<file path="src/rtl/uart_pkg.sv">
// Shared types and constants for the UART transmit engine.
package uart_pkg;

    typedef enum logic [2:0] {
        ST_IDLE,
        ST_WB_START,
        ST_START_BIT,
        ST_DATA,
        ST_STOP_BIT,
        ST_WB_DONE
    } uart_state_e;

    // CSR bit positions; bits [31:3] belong to software and pass through untouched.
    localparam int CSR_START = 0;
    localparam int CSR_BUSY  = 1;
    localparam int CSR_DONE  = 2;

    localparam int          CLKS_PER_BIT_DEFAULT  = 434;
    localparam logic [15:0] UART_CSR_ADDR_DEFAULT = 16'h00F1;

    // Build the CSR write-back word: keep software bits, clear START, set BUSY/DONE.
    function automatic logic [31:0] csr_status(input logic [31:0] csr,
                                               input logic        busy_bit,
                                               input logic        done_bit);
        logic [31:0] r;
        r            = csr;
        r[CSR_START] = 1'b0;
        r[CSR_BUSY]  = busy_bit;
        r[CSR_DONE]  = done_bit;
        return r;
    endfunction

endpackage

</file>
<file path="src/rtl/uart_baud_tick.sv">
// Bit-period counter: ticks on the last cycle of every CLKS_PER_BIT window while enabled.
module uart_baud_tick #(
    parameter int CLKS_PER_BIT = 434
) (
    input  logic clk,
    input  logic rst_n,
    input  logic en,
    output logic tick
);
    localparam int              CW   = $clog2(CLKS_PER_BIT);
    localparam logic [CW-1:0]   LAST = CW'(CLKS_PER_BIT - 1);

    logic [CW-1:0] cnt_q, cnt_d;

    // Reload at each bit boundary so every bit is exactly CLKS_PER_BIT cycles.
    always_comb begin
        cnt_d = '0;
        if (en && cnt_q != LAST)
            cnt_d = cnt_q + 1'b1;
    end

    assign tick = en && (cnt_q == LAST);

    // Counter register.
    always_ff @(posedge clk or negedge rst_n) begin
        if (!rst_n) cnt_q <= '0;
        else        cnt_q <= cnt_d;
    end
endmodule

</file>
<file path="src/rtl/uart_tx_engine.sv">
// Memory-mapped UART transmitter: software sets CSR.START, engine reports
// BUSY via a CSR write-back, shifts the byte out 8N1, then writes DONE.
module uart_tx_engine
    import uart_pkg::*;
#(
    parameter int          CLKS_PER_BIT  = CLKS_PER_BIT_DEFAULT,
    parameter logic [15:0] UART_CSR_ADDR = UART_CSR_ADDR_DEFAULT
) (
    input  logic        clk,
    input  logic        rst_n,
    input  logic [31:0] uart_io_reg,
    input  logic [31:0] uart_csr_reg,
    output logic        wb_req,
    input  logic        wb_ack,
    output logic [15:0] wb_addr,
    output logic [31:0] wb_data,
    output logic        tx,
    output logic        busy
);
    uart_state_e state_q, state_d;
    logic [7:0]  byte_q, byte_d;
    logic [2:0]  bit_idx_q, bit_idx_d;
    logic [31:0] wb_data_q, wb_data_d;
    logic        tx_q, tx_d;
    logic        wb_req_q, wb_req_d;
    logic        busy_q, busy_d;
    logic        baud_en, tick;

    assign baud_en = (state_q == ST_START_BIT) || (state_q == ST_DATA) ||
                     (state_q == ST_STOP_BIT);

    uart_baud_tick #(.CLKS_PER_BIT(CLKS_PER_BIT)) u_baud (
        .clk   (clk),
        .rst_n (rst_n),
        .en    (baud_en),
        .tick  (tick)
    );

    // Next-state logic; outputs are derived from the next state so they can be registered.
    always_comb begin
        state_d   = state_q;
        byte_d    = byte_q;
        bit_idx_d = bit_idx_q;
        wb_data_d = wb_data_q;
        case (state_q)
            ST_IDLE: if (uart_csr_reg[CSR_START]) begin
                byte_d    = uart_io_reg[7:0];
                wb_data_d = csr_status(uart_csr_reg, 1'b1, 1'b0);
                state_d   = ST_WB_START;
            end
            ST_WB_START: if (wb_ack) begin
                bit_idx_d = '0;
                state_d   = ST_START_BIT;
            end
            ST_START_BIT: if (tick) state_d = ST_DATA;
            ST_DATA: if (tick) begin
                if (bit_idx_q == 3'd7) state_d = ST_STOP_BIT;
                else                   bit_idx_d = bit_idx_q + 3'd1;
            end
            ST_STOP_BIT: if (tick) begin
                wb_data_d = csr_status(uart_csr_reg, 1'b0, 1'b1);
                state_d   = ST_WB_DONE;
            end
            ST_WB_DONE: if (wb_ack) state_d = ST_IDLE;
            default: state_d = ST_IDLE;
        endcase

        tx_d = 1'b1;
        if (state_d == ST_START_BIT) tx_d = 1'b0;
        else if (state_d == ST_DATA) tx_d = byte_d[bit_idx_d];
        wb_req_d = (state_d == ST_WB_START) || (state_d == ST_WB_DONE);
        busy_d   = (state_d != ST_IDLE);
    end

    // State and registered outputs; reset aborts any frame without write-back.
    always_ff @(posedge clk or negedge rst_n) begin
        if (!rst_n) begin
            state_q   <= ST_IDLE;
            byte_q    <= '0;
            bit_idx_q <= '0;
            wb_data_q <= '0;
            tx_q      <= 1'b1;
            wb_req_q  <= 1'b0;
            busy_q    <= 1'b0;
        end else begin
            state_q   <= state_d;
            byte_q    <= byte_d;
            bit_idx_q <= bit_idx_d;
            wb_data_q <= wb_data_d;
            tx_q      <= tx_d;
            wb_req_q  <= wb_req_d;
            busy_q    <= busy_d;
        end
    end

    assign tx      = tx_q;
    assign wb_req  = wb_req_q;
    assign busy    = busy_q;
    assign wb_data = wb_data_q;
    assign wb_addr = UART_CSR_ADDR;
endmodule
</file>
<file path="config.mk">
export PLATFORM = sky130hd
export DESIGN_NAME = uart_tx_engine
export DESIGN_NICKNAME = d
export VERILOG_FILES = /design/src/rtl/uart_pkg.sv /design/src/rtl/uart_baud_tick.sv /design/src/rtl/uart_tx_engine.sv
export SDC_FILE = /design/constraint.sdc
export NUM_CORES = 1
export LEC_CHECK = 0
export CAP_MARGIN = 20
export CORE_ASPECT_RATIO = 0.9
export CORE_MARGIN = 1
export CORE_UTILIZATION = 45
export CTS_CLUSTER_SIZE = 12
export DETAILED_ROUTE_END_ITERATION = 7
export GPL_ROUTABILITY_DRIVEN = 0
export GPL_TIMING_DRIVEN = 0
export PLACE_DENSITY = 0.85
export SLEW_MARGIN = 20
export SYNTH_ARGS = -nofsm -noshare
export SYNTH_HDL_FRONTEND = slang
export SYNTH_HIERARCHICAL = 1
export SYNTH_SLANG_ARGS = --single-unit
</file>
<file path="constraint.sdc">
create_clock -name clk -period 8.2 [get_ports clk]
set_clock_uncertainty 0.15 [all_clocks]
set_input_delay 1.64 -clock clk [delete_from_list [all_inputs] [get_ports clk]]
set_output_delay 1.64 -clock clk [all_outputs]
set_load 0.05 [all_outputs]
</file>
==> metrics.csv, run 1 <==
stage;metric;value;unit
outcome;status;completed;
synth;Synth async-reset ratio;1.00;
power;P_int;776;uW
synth;largest cells by area after synthesis;dfrtp_1, mux2_2, buf_4;
cells_and_area;Post-Layout Inst Area;3770;sq um
synth;Seq cells post-synth;57;
min_path;Hold Crit Class;reg -> reg;
global_routing;Total GRT Usage;0.186;
job;max-cap violations;0;
placement;# port buffers;74;
synth;cell taking the most area after synthesis;dfrtp_1;
global_routing;grt ovf;0;
cts;clock latency on the worst-skew pair;0.33;ns
synth;YS warnings;6;
cells_and_area;Final Util;0.662;
power;Clk pwr share;0.211;
worst_setup_path;capturing element type of the critical path;flop;
timing;Max Fclk;263;MHz
synth;Synth top area share;0.524;
cells_and_area;Syn-to-layout area delta;40.9;%
timing;max_slew headroom;0.530;
timing;Final period util;0.463;
power;Switching Share;0.400;
detailed_routing;WL per Instance;13.5;microns
floorplanning;die area;6250;sq um
floorplanning;core area;5690;sq um
floorplanning;starting density of the core;0.470;
detailed_routing;Post-route DRC;0;
timing;Hold Fails Final Rpt;0;
cts;CTS tree;done;
detailed_routing;vias per cell;4.92;
synth;EDFF count, synth;0;
power;power density over the cells;344;nW/um^2
power;sequential share of power;0.342;
worst_setup_path;CP Max Fanout;8;
floorplanning;die height;75.1;microns
timing;Worst Tran Pin Value;0.704;ns
power;Logic pwr share;0.447;
detailed_routing;total length of routed wires;5320;microns
synth;Post-synth top flop;dfrtp_1;
floorplanning;Ports;118;
detailed_routing;vias;1943;
cts;Num CTS Buffers;9;
detailed_routing;DRT iter0 DRCs;100;
placement;Detail Placement HPWL;3860;microns
timing;TNS Setup;0;ns
timing;Final min period;3.80;ns
detailed_routing;DRT Pass-1 Iters;4;
cts;Reg clk slew, reported paths;0.07;ns
placement;area of placed instances;3560;sq um
cts;post-CTS resize count;0;
cells_and_area;share of cells above drive strength 1;0.271;
power;Switch Pwr;518;uW
global_routing;first-pass GRT wire length;8890;microns
cts;CTS root buf;clkbuf_8;
power;Leak;0.00165;uW
synth;Post-Synthesis Cells;220;
cts;CTS Sinks;57;
synth;Yosys cell types;42;
floorplanning;Die X;83.3;microns
worst_setup_path;Worst setup SP type;primary input;
placement;pre-CTS setup slack;4.02;ns
detailed_routing;DRT antenna net count;0;
power;Design Power;1290;uW
cells_and_area;ANT cells;0;
timing;endpoints failing setup;0;
power;VDD IR max;234;uV
timing;Final WS setup;4.40;ns
global_routing;largest net degree at the start of global routing;58;
cells_and_area;Final Net Count;390;
timing;Max Slew Vio Count;0;
cts;CTS hold repair buffers;0;
cts;setup bufs post-CTS;0;
global_routing;antenna violations before repair;0;
worst_setup_path;CP required;8.31;ns
floorplanning;Rows;26;
cts;clk buf depth;2;
worst_setup_path;Setup CP Type;in -> reg;
synth;Synth Cell Area;2670;sq um
cts;H-tree depth;3;
synth;sequential element share of the synthesized area;0.534;
synth;average cell area after synthesis;12.2;sq um
timing;RSZ-0062 raised after global routing;false;
worst_setup_path;Data arrival, critical path;3.90;ns
global_routing;vias in the first global route;1948;
==> area by class of cell <==
| class | count | area (sq um) |
|---|---|---|
| multi-input cells | 144 | 1100 |
| clock buffers | 14 | 173 |
| flip-flops and latches | 57 | 1430 |
| fillers | 446 | 1930 |
| plain buffers | 25 | 168 |
| clock inverters | 2 | 37.5 |
| repair buffers | 74 | 738 |
| well taps | 70 | 87.6 |
| inverters | 9 | 33.8 |
==> through the flow <==
stage               instances  hold WS [ns]
detailed placement        379         0.339
global placement          379         0.332
CTS                       395         0.354
floorplan                 235         0.318
global route              395         0.371
finish                    395         0.350
==> power groups by stage <==
stage	Sequential, uW	Clock [uW]	Combinational [uW]
after global routing	457	291	614
after floorplan	634	0	208
after CTS	443	280	584
final	443	273	579
after detailed placement	447	0	581
after global placement	440	0	568
==> critical path, cell delays in order <==
cell and delay (ns):
clkdlybuf4s50_1 0.58, nor4b_4 0.51, mux2_2 0.28, nor2_1 0.05, mux2_2 0.26, or4_1 0.48
o211ai_1 0.12
==> routing by layer <==
layer  vias to the layer above  global-route usage  share of wire
met3                         8              0.0713          0.087
met2                        69               0.305           0.48
met5                         -                   0              0
met4                         0              0.0862          0.011
met1                       923               0.222           0.42
li1                        943                   -              -
==> kinds of logic after synthesis <==
group	synth area share
DFF	0.534
and+or+nand+nor	0.117
muxes	0.184
buffers and inverters	0.0753
AOI/OAI and AO/OA	0.0632
adders and majority gates	0.0140
xor gates and xnor gates	0.00983
other	0.00281
==> registers in the layout, indices dropped and copies added (netlist names) <==
signal and flops:
wb_req 1, u_baud/cnt_q 9, state_q 3, bit_idx_q 3
tx 1, busy 1, byte_q 8, wb_data 31
==> synthesized netlist by cell type (3+ instances only) <==
cell type	instances
or3_1	3
nor2_1	15
a21oi_1	4
ha_1	3
o21ai_0	7
inv_1	9
nand3_1	4
a31oi_1	4
mux2_2	41
dfrtp_1	56
buf_4	18
nand4_1	3
mux2i_1	3
nand2_1	11
buf_2	5
==> placed cells by master (no fill, tap or decap), types with 2 or more instances in the layout <==
master / Yosys / final
and2b_2: 2 / 2
clkdlybuf4s50_1: 0 / 73
or3_1: 3 / 3
mux2_2: 41 / 41
nand2_1: 11 / 11
a21oi_1: 4 / 4
xor2_1: 2 / 2
o21ai_0: 7 / 7
conb_1: 2 / 17
or4_1: 2 / 2
nand2b_1: 2 / 2
mux2i_1: 3 / 3
nand4_1: 3 / 3
nand3_1: 4 / 4
o211ai_1: 2 / 2
buf_4: 18 / 19
a31oi_1: 4 / 4
nor2_1: 15 / 15
inv_1: 9 / 9
clkbuf_1: 2 / 4
ha_1: 3 / 3
dfrtp_1: 56 / 56
buf_2: 5 / 5
clkbuf_8: 0 / 12
==> final timing paths <==
kind | start | end | slack (ns) | cells after the start
min in group asynchronous | rst_n | byte_q[7] | 1.21 | 1
hold / removal | byte_q[0] | byte_q[0] | 0.35 | 1
hold reg to reg | byte_q[0] | byte_q[0] | 0.35 | 1
max in group asynchronous | rst_n | u_baud/cnt_q[7] | 6.22 | 1
setup / recovery | uart_csr_reg[0] | tx | 4.40 | 7
setup reg to reg | state_q[1] | tx | 4.58 | 13
Power figures use the tool's default switching activity.
==> run 2, diff against run 1 <==
CORE_UTILIZATION = 42   (was 45)
PLACE_DENSITY = 0.8   (was 0.85)
clock period = 3.6 ns   (was 8.2 ns; I/O delays follow)
==> metrics.csv, run 2 (synthesis results as in run 1) <==
stage;metric;value;unit;change
floorplanning;die height;77.7;microns;was 75.1 microns
global_routing;antenna violations before repair;0;;unchanged
detailed_routing;DRT Pass-1 Iters;4;;unchanged
cts;CTS hold repair buffers;0;;unchanged
timing;Hold Fails Final Rpt;0;;unchanged
cts;CTS Sinks;57;;unchanged
timing;Min Hold Slack;0.286;ns;was 0.350 ns
worst_setup_path;cell mode on critical path;nand2_1;;was mux2_2
worst_setup_path;worst path cell trace;buf_2 > nor2_4 > nand2_1 > nand2_1 > inv_1 > nor4_1 > buf_4 > a21boi_2 > a31o_2 > o31a_1 > mux2_2 > or4_1 > o211ai_1;;was clkdlybuf4s50_1 > nor4b_4 > mux2_2 > nor2_1 > mux2_2 > or4_1 > o211ai_1
job;max-cap violations;0;;unchanged
global_routing;Total GRT Usage;0.182;;was 0.186
floorplanning;starting density of the core;0.435;;was 0.470
detailed_routing;vias;1973;;was 1943
worst_setup_path;Setup CP Type;reg -> reg;;was in -> reg
timing;endpoints failing setup;0;;unchanged
global_routing;grt ovf;0;;unchanged
outcome;status;completed;;unchanged
cells_and_area;Syn-to-layout area delta;41.2;%;was 40.9%
worst_setup_path;Buf/Inv on CP;3;;was 1
power;sequential share of power;0.351;;was 0.342
cells_and_area;Final Net Count;393;;was 390
power;Leak;0.00164;uW;was 0.00165 uW
timing;Worst Tran Pin Value;0.713;ns;was 0.704 ns
worst_setup_path;CP top delay family;simple AND/OR/NAND/NOR gates;;unchanged
power;Switch Pwr;1190;uW;was 518 uW
power;Clk pwr share;0.178;;was 0.211
worst_setup_path;Worst setup SP type;flop;;was primary input
placement;# port buffers;74;;unchanged
floorplanning;die area;6690;sq um;was 6250 sq um
placement;area of placed instances;3580;sq um;was 3560 sq um
cts;clk buf depth;2;;unchanged
worst_setup_path;CP required;3.70;ns;was 8.31 ns
cts;Reg clk slew, reported paths;0.07;ns;about the same
detailed_routing;vias per cell;4.77;;was 4.92
cts;CTS root buf;clkbuf_8;;unchanged
worst_setup_path;Data arrival, critical path;3.41;ns;was 3.90 ns
power;power density over the cells;759;nW/um^2;was 344 nW/um^2
power;P_int;1670;uW;was 776 uW
cells_and_area;Largest register FFs;31;;unchanged
global_routing;first-pass GRT wire length;9470;microns;was 8890 microns
cells_and_area;commonest non-fill, non-tap cell in the layout;clkdlybuf4s50_1;;unchanged
cells_and_area;Final Util;0.614;;was 0.662
min_path;Hold Crit Class;in -> async;;was reg -> reg
power;Switching Share;0.417;;was 0.400
timing;Final period util;0.921;;
floorplanning;Ports;118;;unchanged
floorplanning;Die X;86.1;microns;was 83.3 microns
timing;Max Slew Vio Count;0;;unchanged
power;Logic pwr share;0.471;;was 0.447
worst_setup_path;slowest CP cell;or4_1;;was clkdlybuf4s50_1
detailed_routing;total length of routed wires;5390;microns;was 5320 microns
floorplanning;Rows;27;;was 26
detailed_routing;WL per Instance;13.0;microns;was 13.5 microns
cts;H-tree depth;3;;unchanged
detailed_routing;DRT iter0 DRCs;97;;was 100
timing;Final min period;3.31;ns;
detailed_routing;DRT antenna net count;0;;unchanged
cells_and_area;ANT cells;0;;unchanged
power;Design Power;2870;uW;was 1290 uW
worst_setup_path;max incr delay on CP;0.48;ns;was 0.58 ns
cts;CTS tree;done;;unchanged
power;VDD IR max;430;uV;was 234 uV
timing;max_slew headroom;0.525;;was 0.530
worst_setup_path;capturing element type of the critical path;flop;;unchanged
detailed_routing;Post-route DRC;0;;unchanged
floorplanning;core area;6150;sq um;was 5690 sq um
worst_setup_path;CP Max Fanout;10;;was 8
placement;Detail Placement HPWL;3730;microns;was 3860 microns
cells_and_area;Post-Layout Inst Area;3780;sq um;was 3770 sq um
cts;Num CTS Buffers;9;;unchanged
cells_and_area;share of cells above drive strength 1;0.281;;was 0.271
global_routing;vias in the first global route;2072;;was 1948
timing;Max Fclk;302;MHz;
cts;clock latency on the worst-skew pair;0.33;ns;about the same
global_routing;largest net degree at the start of global routing;58;;unchanged
cells_and_area;commonest non-fill, non-tap cells in the layout;clkdlybuf4s50_1, dfrtp_1, mux2_2, buf_4, conb_1;;unchanged
run 2: cell count changes in the layout (fill, tap and decap cells not counted):
cell	change
nor2_4	+1
clkbuf_8	-2
bufinv_16	-1
buf_4	+4
buf_2	-1
a21boi_2	+1
nor2_1	-1
clkinv_2	+2
a21boi_1	-1
run 2: final timing paths:
path	cells after the start	startpoint	slack [ns]	endpoint
min in group clk	1	byte_q[2]	0.35	byte_q[2]
setup reg to reg	13	state_q[1]	0.29	tx
setup / recovery	13	state_q[1]	0.29	tx
hold reg to reg	1	byte_q[2]	0.35	byte_q[2]
max in group asynchronous	1	rst_n	2.52	u_baud/cnt_q[2]
hold / removal	1	rst_n	0.29	byte_q[3]
run 2: final cells by class:
type / count / area, sq um
inverters: 9 / 33.8
clock inverters: 3 / 17.5
well taps: 87 / 109
fillers: 501 / 2370
flip-flops and latches: 57 / 1430
multi-input cells: 144 / 1110
repair buffers: 77 / 761
plain buffers: 25 / 170
clock buffers: 12 / 145
run 2: power groups by stage:
stage                     Sequential (uW)  Clock (uW)  Combinational (uW)
final                                1010         510                1350
after CTS                            1010         521                1330
after global placement               1000           0                1300
after floorplan                      1440           0                 474
after global routing                 1040         556                1440
after detailed placement             1010           0                1320
run 2: per-stage QoR:
step	setup WS [ns]	std cells	setup TNS, ns
final	0.286	414	0
after global routing	-0.00330	414	-0.00330
after CTS	0.0827	411	0
after detailed placement	0.122	396	0
after global placement	-0.117	396	-6.35
after floorplan	0.450	235	0
run 2: layer usage:
| layer | share of wire | up-vias | GRT usage |
|---|---|---|---|
| li1 | - | 943 | - |
| met1 | 0.44 | 956 | 0.225 |
| met2 | 0.47 | 69 | 0.284 |
| met3 | 0.076 | 5 | 0.0702 |
| met4 | 0.011 | 0 | 0.0767 |
| met5 | 0 | - | 0 |
run 2: worst register-to-register path: stages, from the launching register on:
cell and delay (ns):
dfrtp_1 0.41, buf_2 0.20, nor2_4 0.16, nand2_1 0.07
nand2_1 0.09, inv_1 0.09, nor4_1 0.26, buf_4 0.20
a21boi_2 0.20, a31o_2 0.17, o31a_1 0.24, mux2_2 0.36
or4_1 0.48, o211ai_1 0.13
run 2: timing repair:
action,in CTS,in global routing
buffers inserted,0,3
endpoints found under the setup margin,0,11
resized for setup,0,4
